$ cat src/rtl/pipe_ctrl_pkg.sv
// Shared constants and control bundle for the MIPS pipeline main control.
// Opcodes, ALU/branch classes, FSM state encoding and the ID/EX control struct.
package pipe_ctrl_pkg;

   localparam int OP_RTYPE = 0;
   localparam int OP_J     = 2;
   localparam int OP_BEQ   = 4;
   localparam int OP_BNE   = 5;
   localparam int OP_ADDI  = 8;
   localparam int OP_LW    = 35;
   localparam int OP_SW    = 43;

   localparam logic [1:0] ALU_ADD   = 2'd0;
   localparam logic [1:0] ALU_SUB   = 2'd1;
   localparam logic [1:0] ALU_FUNCT = 2'd2;

   localparam logic [1:0] BR_NONE = 2'b00;
   localparam logic [1:0] BR_BNE  = 2'b01;
   localparam logic [1:0] BR_BEQ  = 2'b11;

   localparam logic [0:0] RUN   = 1'b0;
   localparam logic [0:0] STALL = 1'b1;

   typedef struct packed {
      logic       reg_dst;
      logic       alu_src;
      logic       mem_read;
      logic       mem_write;
      logic       mem_to_reg;
      logic       reg_write;
      logic       jump;
      logic [1:0] alu_op;
      logic [1:0] branch;
   } ctrl_t;

endpackage

$ cat src/rtl/pipe_ctrl_hazard_unit_decode.sv
// Opcode to control-bundle mapping for the ID stage.
// Unknown opcodes decode to an all-zero bubble and raise the illegal flag.
module ctrl_decode
   import pipe_ctrl_pkg::*;
#(
   parameter int OPW = 6
) (
   input  logic [OPW-1:0] opcode,
   output ctrl_t          ctrl,
   output logic           illegal,
   output logic           uses_rt
);

   // map opcode to controls; everything unlisted stays zero
   always_comb begin
      ctrl    = '0;
      illegal = 1'b0;
      uses_rt = 1'b0;
      unique case (1'b1)
         (opcode == OPW'(OP_RTYPE)): begin
            ctrl.reg_dst   = 1'b1;
            ctrl.alu_op    = ALU_FUNCT;
            ctrl.reg_write = 1'b1;
            uses_rt        = 1'b1;
         end
         (opcode == OPW'(OP_BEQ)): begin
            ctrl.branch = BR_BEQ;
            ctrl.alu_op = ALU_SUB;
            uses_rt     = 1'b1;
         end
         (opcode == OPW'(OP_BNE)): begin
            ctrl.branch = BR_BNE;
            ctrl.alu_op = ALU_SUB;
            uses_rt     = 1'b1;
         end
         (opcode == OPW'(OP_LW)): begin
            ctrl.alu_src    = 1'b1;
            ctrl.mem_read   = 1'b1;
            ctrl.mem_to_reg = 1'b1;
            ctrl.reg_write  = 1'b1;
            ctrl.alu_op     = ALU_ADD;
         end
         (opcode == OPW'(OP_SW)): begin
            ctrl.alu_src   = 1'b1;
            ctrl.mem_write = 1'b1;
            uses_rt        = 1'b1;
         end
         (opcode == OPW'(OP_ADDI)): begin
            ctrl.alu_src   = 1'b1;
            ctrl.reg_write = 1'b1;
         end
         (opcode == OPW'(OP_J)): begin
            ctrl.jump = 1'b1;
         end
         default: illegal = 1'b1;
      endcase
   end

endmodule

$ cat src/rtl/pipe_ctrl_hazard_unit.sv
// Main control for the 5-stage pipeline: decode, ID/EX control register,
// load-use stall FSM, flush/hold handling and a saturating bubble counter.
module pipe_ctrl_hazard_unit
   import pipe_ctrl_pkg::*;
#(
   parameter int OPW               = 6,
   parameter int REGW              = 5,
   parameter int LOAD_STALL_CYCLES = 1,
   parameter int CNTW              = 16
) (
   input  logic            clk,
   input  logic            rst_n,
   input  logic [OPW-1:0]  id_opcode,
   input  logic [REGW-1:0] id_rs,
   input  logic [REGW-1:0] id_rt,
   input  logic            hold,
   input  logic            flush,
   output logic            pc_write,
   output logic            ifid_write,
   output logic            ifid_flush,
   output logic            ex_reg_dst,
   output logic            ex_alu_src,
   output logic            ex_mem_read,
   output logic            ex_mem_write,
   output logic            ex_mem_to_reg,
   output logic            ex_reg_write,
   output logic            ex_jump,
   output logic [1:0]      ex_alu_op,
   output logic [1:0]      ex_branch,
   output logic [REGW-1:0] ex_rt,
   output logic            illegal_op,
   output logic [CNTW-1:0] bubble_cnt
);

   ctrl_t      dec;
   logic       dec_illegal;
   logic       uses_rt;
   ctrl_t      ex_q;
   logic [0:0] state;
   logic [2:0] cnt;
   logic       hazard;
   logic       stall;
   logic       bubble;

   ctrl_decode #(.OPW(OPW)) u_decode (
      .opcode  (id_opcode),
      .ctrl    (dec),
      .illegal (dec_illegal),
      .uses_rt (uses_rt)
   );

   assign hazard = (state == RUN) & ex_q.mem_read & (ex_rt != '0)
                 & ((ex_rt == id_rs) | (uses_rt & (ex_rt == id_rt)));
   assign stall  = hazard | (state == STALL);
   assign bubble = flush | stall | dec_illegal;

   assign pc_write   = ~hold & (flush | ~stall);
   assign ifid_write = ~hold & (flush | ~stall);
   assign ifid_flush = flush & ~hold;

   assign ex_reg_dst    = ex_q.reg_dst;
   assign ex_alu_src    = ex_q.alu_src;
   assign ex_mem_read   = ex_q.mem_read;
   assign ex_mem_write  = ex_q.mem_write;
   assign ex_mem_to_reg = ex_q.mem_to_reg;
   assign ex_reg_write  = ex_q.reg_write;
   assign ex_jump       = ex_q.jump;
   assign ex_alu_op     = ex_q.alu_op;
   assign ex_branch     = ex_q.branch;

   // ID/EX register and stall FSM; hold freezes everything but the pulse
   always_ff @(posedge clk or negedge rst_n) begin
      if (!rst_n) begin
         ex_q       <= '0;
         ex_rt      <= '0;
         illegal_op <= 1'b0;
         state      <= RUN;
         cnt        <= '0;
      end else if (hold) begin
         illegal_op <= 1'b0;
      end else if (flush) begin
         ex_q       <= '0;
         ex_rt      <= '0;
         illegal_op <= 1'b0;
         state      <= RUN;
         cnt        <= '0;
      end else if (stall) begin
         ex_q       <= '0;
         ex_rt      <= '0;
         illegal_op <= 1'b0;
         if (state == RUN) begin
            cnt   <= 3'(LOAD_STALL_CYCLES - 1);
            state <= (LOAD_STALL_CYCLES > 1) ? STALL : RUN;
         end else begin
            cnt <= cnt - 3'd1;
            if (cnt == 3'd1) state <= RUN;
         end
      end else begin
         ex_q       <= dec;
         ex_rt      <= id_rt;
         illegal_op <= dec_illegal;
      end
   end

   // count bubbles entering ID/EX, sticking at all-ones
   always_ff @(posedge clk or negedge rst_n) begin
      if (!rst_n) begin
         bubble_cnt <= '0;
      end else if (!hold && bubble && (bubble_cnt != {CNTW{1'b1}})) begin
         bubble_cnt <= bubble_cnt + 1'b1;
      end
   end

endmodule

$ cat config.mk
export PLATFORM = sky130hd
export DESIGN_NAME = pipe_ctrl_hazard_unit
export DESIGN_NICKNAME = d
export VERILOG_FILES = /design/src/rtl/pipe_ctrl_pkg.sv /design/src/rtl/pipe_ctrl_hazard_unit_decode.sv /design/src/rtl/pipe_ctrl_hazard_unit.sv
export SDC_FILE = /design/constraint.sdc
export NUM_CORES = 1
export LEC_CHECK = 0
export ABC_AREA = 1
export CORE_ASPECT_RATIO = 0.6
export CORE_MARGIN = 8
export CORE_UTILIZATION = 45
export DETAILED_ROUTE_END_ITERATION = 8
export PLACE_DENSITY = 0.78
export REMOVE_ABC_BUFFERS = 1
export SYNTH_ARGS = -nofsm -noshare
export SYNTH_HDL_FRONTEND = slang
export SYNTH_HIERARCHICAL = 1
export SYNTH_SLANG_ARGS = --single-unit
$ cat constraint.sdc
create_clock -name clk -period 1.7 [get_ports clk]
set_input_delay 0.34 -clock clk [delete_from_list [all_inputs] [get_ports clk]]
set_output_delay 0.34 -clock clk [all_outputs]
set_load 0.01 [all_outputs]
==> impl_metrics.tcl, run 1 <==
set metrics [dict create \
    outcome "finished, violations left" \
    violations "negative setup slack" \
    period_share_pct 114 \
    diodes 0 \
    synth-main-ff-cell "dfrtp_1" \
    synthToLayoutAreaGrowth_pct 50.5 \
    place_hpwl_um 4950 \
    cts_htree_levels 2 \
    crit_required_ns 1.36 \
    port_buffers 55 \
    p_clk_share_pct 24.9 \
    cp_max_fo 4 \
    ys_seq_area_share_pct 40.1 \
    rsz0062_at_grt "true" \
    relSlewSlack_pct 74.1 \
    final_area_sq_um 3480 \
    ys_seq_elements 37 \
    p_int_w 0.00160 \
    cp-end-kind "output port" \
    ys_types 28 \
    antenna_found_initial 0 \
    netlist.top_cell.by_area "dfrtp_1" \
    synth_top_cells_by_area "dfrtp_1 40%, nand2_1 16%, inv_1 5.5%" \
    post_drt_wl_per_cell_um 15.4 \
    fillers 400 \
    hold_depth 4 \
    overflow 0 \
    power_switching_w 0.000770 \
    track_usage_pct 18.6 \
    grt_pass1_wl_um 11600 \
    power.density_nw_per_um2 682 \
    clk_pin_slew_ns 0.07 \
    seq_power_share_pct 45.4 \
    postSynthCellCount 310 \
    hold_path_class "in -> reg" \
    cp-start-kind "register" \
    post-synth-top-area-fraction_pct 40.1 \
    synth-async-reset-ratio_pct 100 \
    worstPathArrival_ns 1.60 \
    die_h_um 71.5 \
    start_util_pct 46.2 \
    grt_max_degree 38 \
    avgViaCountPerCell 5.21 \
    p_sw_share_pct 32.5 \
    drive_gt1_share_pct 29.1 \
    die-area_sq_um 7760 \
    syn_avg_cell_area_sq_um 7.45 \
    slew_violations 0 \
    pin_count 56 \
    drtPass1Iterations 5 \
    worst_pin_slew_ns 0.385 \
    drt_iter0_drc 231 \
    max_freq_ghz 0.516 \
    final_nets 431 \
    place.gp.congestion 0.953 \
    root_buffer "clkbuf_8" \
    period_needed_ns 1.94 \
    combPwrFrac_pct 29.7 \
    hold_viol_final 0 \
    crit_type "reg -> out" \
    synth_edf_count 0 \
    largest_register_ff_count 16 \
    post-route-drc-count 0 \
    first_global_vias 2389 \
    cts_buffers 5 \
    vias 2474 \
    fin_skew_ns 0.00327 \
    drt.antenna.violating_nets 0 \
    cts_tree "done" \
    setup_slack_ns -0.236 \
    clock_path_buffers 2 \
    yosysMostFrequentCell "nand2_1" \
    leakage_nw 1.79 \
    yosysWarnings 6 \
    synth_top_cells_by_count "97 x nand2_1, 37 x dfrtp_1, 34 x inv_1" \
    reg2regPathDepth 13 \
    fp.dieW_um 109 \
    clk_latency_ns 0.28 \
    netlist_area_sq_um 2310 \
    top_regs "bubble_cnt: 16 flops, ex_rt: 5 flops, cnt: 3 flops" \
    rows 20 \
    core_sq_um 5000 \
    fin_hold_ws_ns 0.403 \
    drv_cap 0 \
    largest-register "bubble_cnt" \
    finalSetupViolCount 18 \
    ir_drop_uv 407 \
    drt-total-wl_um 7320 \
    place_area_sq_um 3150 \
    clkSinkCount 37 \
]
-- area by class of cell --
cell class / count / area [sq um] / share of cell area [%]
Multi-Input combinational cell: 223 / 1280 / 36.8
Sequential cell: 37 / 938 / 27.0
Inverter: 40 / 154 / 4.42
Tap cell: 66 / 82.6 / 2.37
Clock buffer: 8 / 80.1 / 2.30
Timing Repair Buffer: 101 / 942 / 27.1
-- critical path: stages (launching register included) --
cell and delay (ns):
dfrtp_1 0.42, inv_2 0.11, nand2_1 0.06, nand2_1 0.08, nor2_1 0.05, nand3_1 0.11, nand2_1 0.09, nand2_2 0.07
nand2_2 0.05, a21oi_2 0.13, buf_2 0.15
-- routing by layer --
metal  GRT usage [%]  wire, um  up-vias
met5               0         0        -
met1            25.4      3470     1176
met2            28.7      3310       94
met3            4.30       462        6
li1                -         -     1198
met4            5.13        79        0
-- worst paths after layout --
path | startpoint | endpoint | slack (ns)
worst max-delay path | ex_rt[3] | ifid_write | -0.24
worst min-delay path | id_opcode[4] | ex_branch[1] | 0.40
worst max register to register | ex_rt[3] | bubble_cnt[2] | -0.16
worst min register to register | ex_mem_write | ex_mem_write | 0.50
max in group asynchronous | rst_n | bubble_cnt[7] | 1.06
min in group asynchronous | rst_n | ex_branch[1] | 0.43
-- power by group through the flow --
stage / sequential (W) / combinational, W / clock, W
finish: 0.00108 / 0.000704 / 0.000591
global route: 0.00108 / 0.000757 / 0.000641
CTS: 0.00106 / 0.000668 / 0.000603
detailed placement: 0.00107 / 0.000643 / 0
global placement: 0.00107 / 0.000622 / 0
floorplan: 0.00109 / 0.000244 / 0
-- logic make-up (layout without fill, tap and decap cells) --
family	count (synthesis)	in the layout	share of synthesized area, %
AO/OA/AOI/OAI	23	23	5.04
XOR/XNOR	15	15	5.69
adder cells (fa/ha/maj)	3	3	1.62
buffers and inverters	51	149	9.10
flip-flops	37	37	40.1
AND/OR/NAND/NOR	181	182	38.5
-- timing repair --
| item | 4_1_cts | 5_1_grt |
|---|---|---|
| setup buffers | 12 | 1 |
| gates resized for setup | 58 | 36 |
| hold buffers | 0 | 0 |
| setup endpoints to repair | 42 | 48 |
| gates cloned | 2 | 1 |
| pin swaps | 15 | 3 |
-- stage by stage --
stage / cells / worst slack [ns] / total power [W] / utilization (%) / setup TNS [ns]
floorplan: 299 / -0.00101 / 0.00134 / - / -0.00101
global placement: 452 / -0.829 / 0.00169 / 62.9 / -21.68
detailed placement: 452 / -0.942 / 0.00171 / 62.9 / -24.77
CTS: 473 / -0.191 / 0.00233 / 67.2 / -0.965
global route: 475 / -0.304 / 0.00248 / 69.5 / -4.19
finish: 475 / -0.236 / 0.00237 / 69.5 / -2.27
-- layout by cell type (no fill, tap or decap), drive strengths merged, types with 2 or more instances in the layout --
master	count
nand2	99
buf	51
inv	39
dfrtp	37
clkdlybuf4s50	33
nand3	29
nor2	27
nand4	21
o21ai	20
dlygate4sd2	11
clkbuf	10
xor2	9
xnor2	6
ha	3
dlymetal6s2s	3
nor3	3
a21oi	2
(Power assumes the default switching activity.)
==> run 2: changes to the inputs <==
--- a/config.mk
+++ b/config.mk
@@ -6,6 +6,7 @@
 export NUM_CORES = 1
 export LEC_CHECK = 0
 export ABC_AREA = 1
+export CAP_MARGIN = 0
 export CORE_ASPECT_RATIO = 0.6
 export CORE_MARGIN = 8
 export CORE_UTILIZATION = 45
==> results of run 2 <==
Final layout, timing and power as in run 1 (identical DEF).
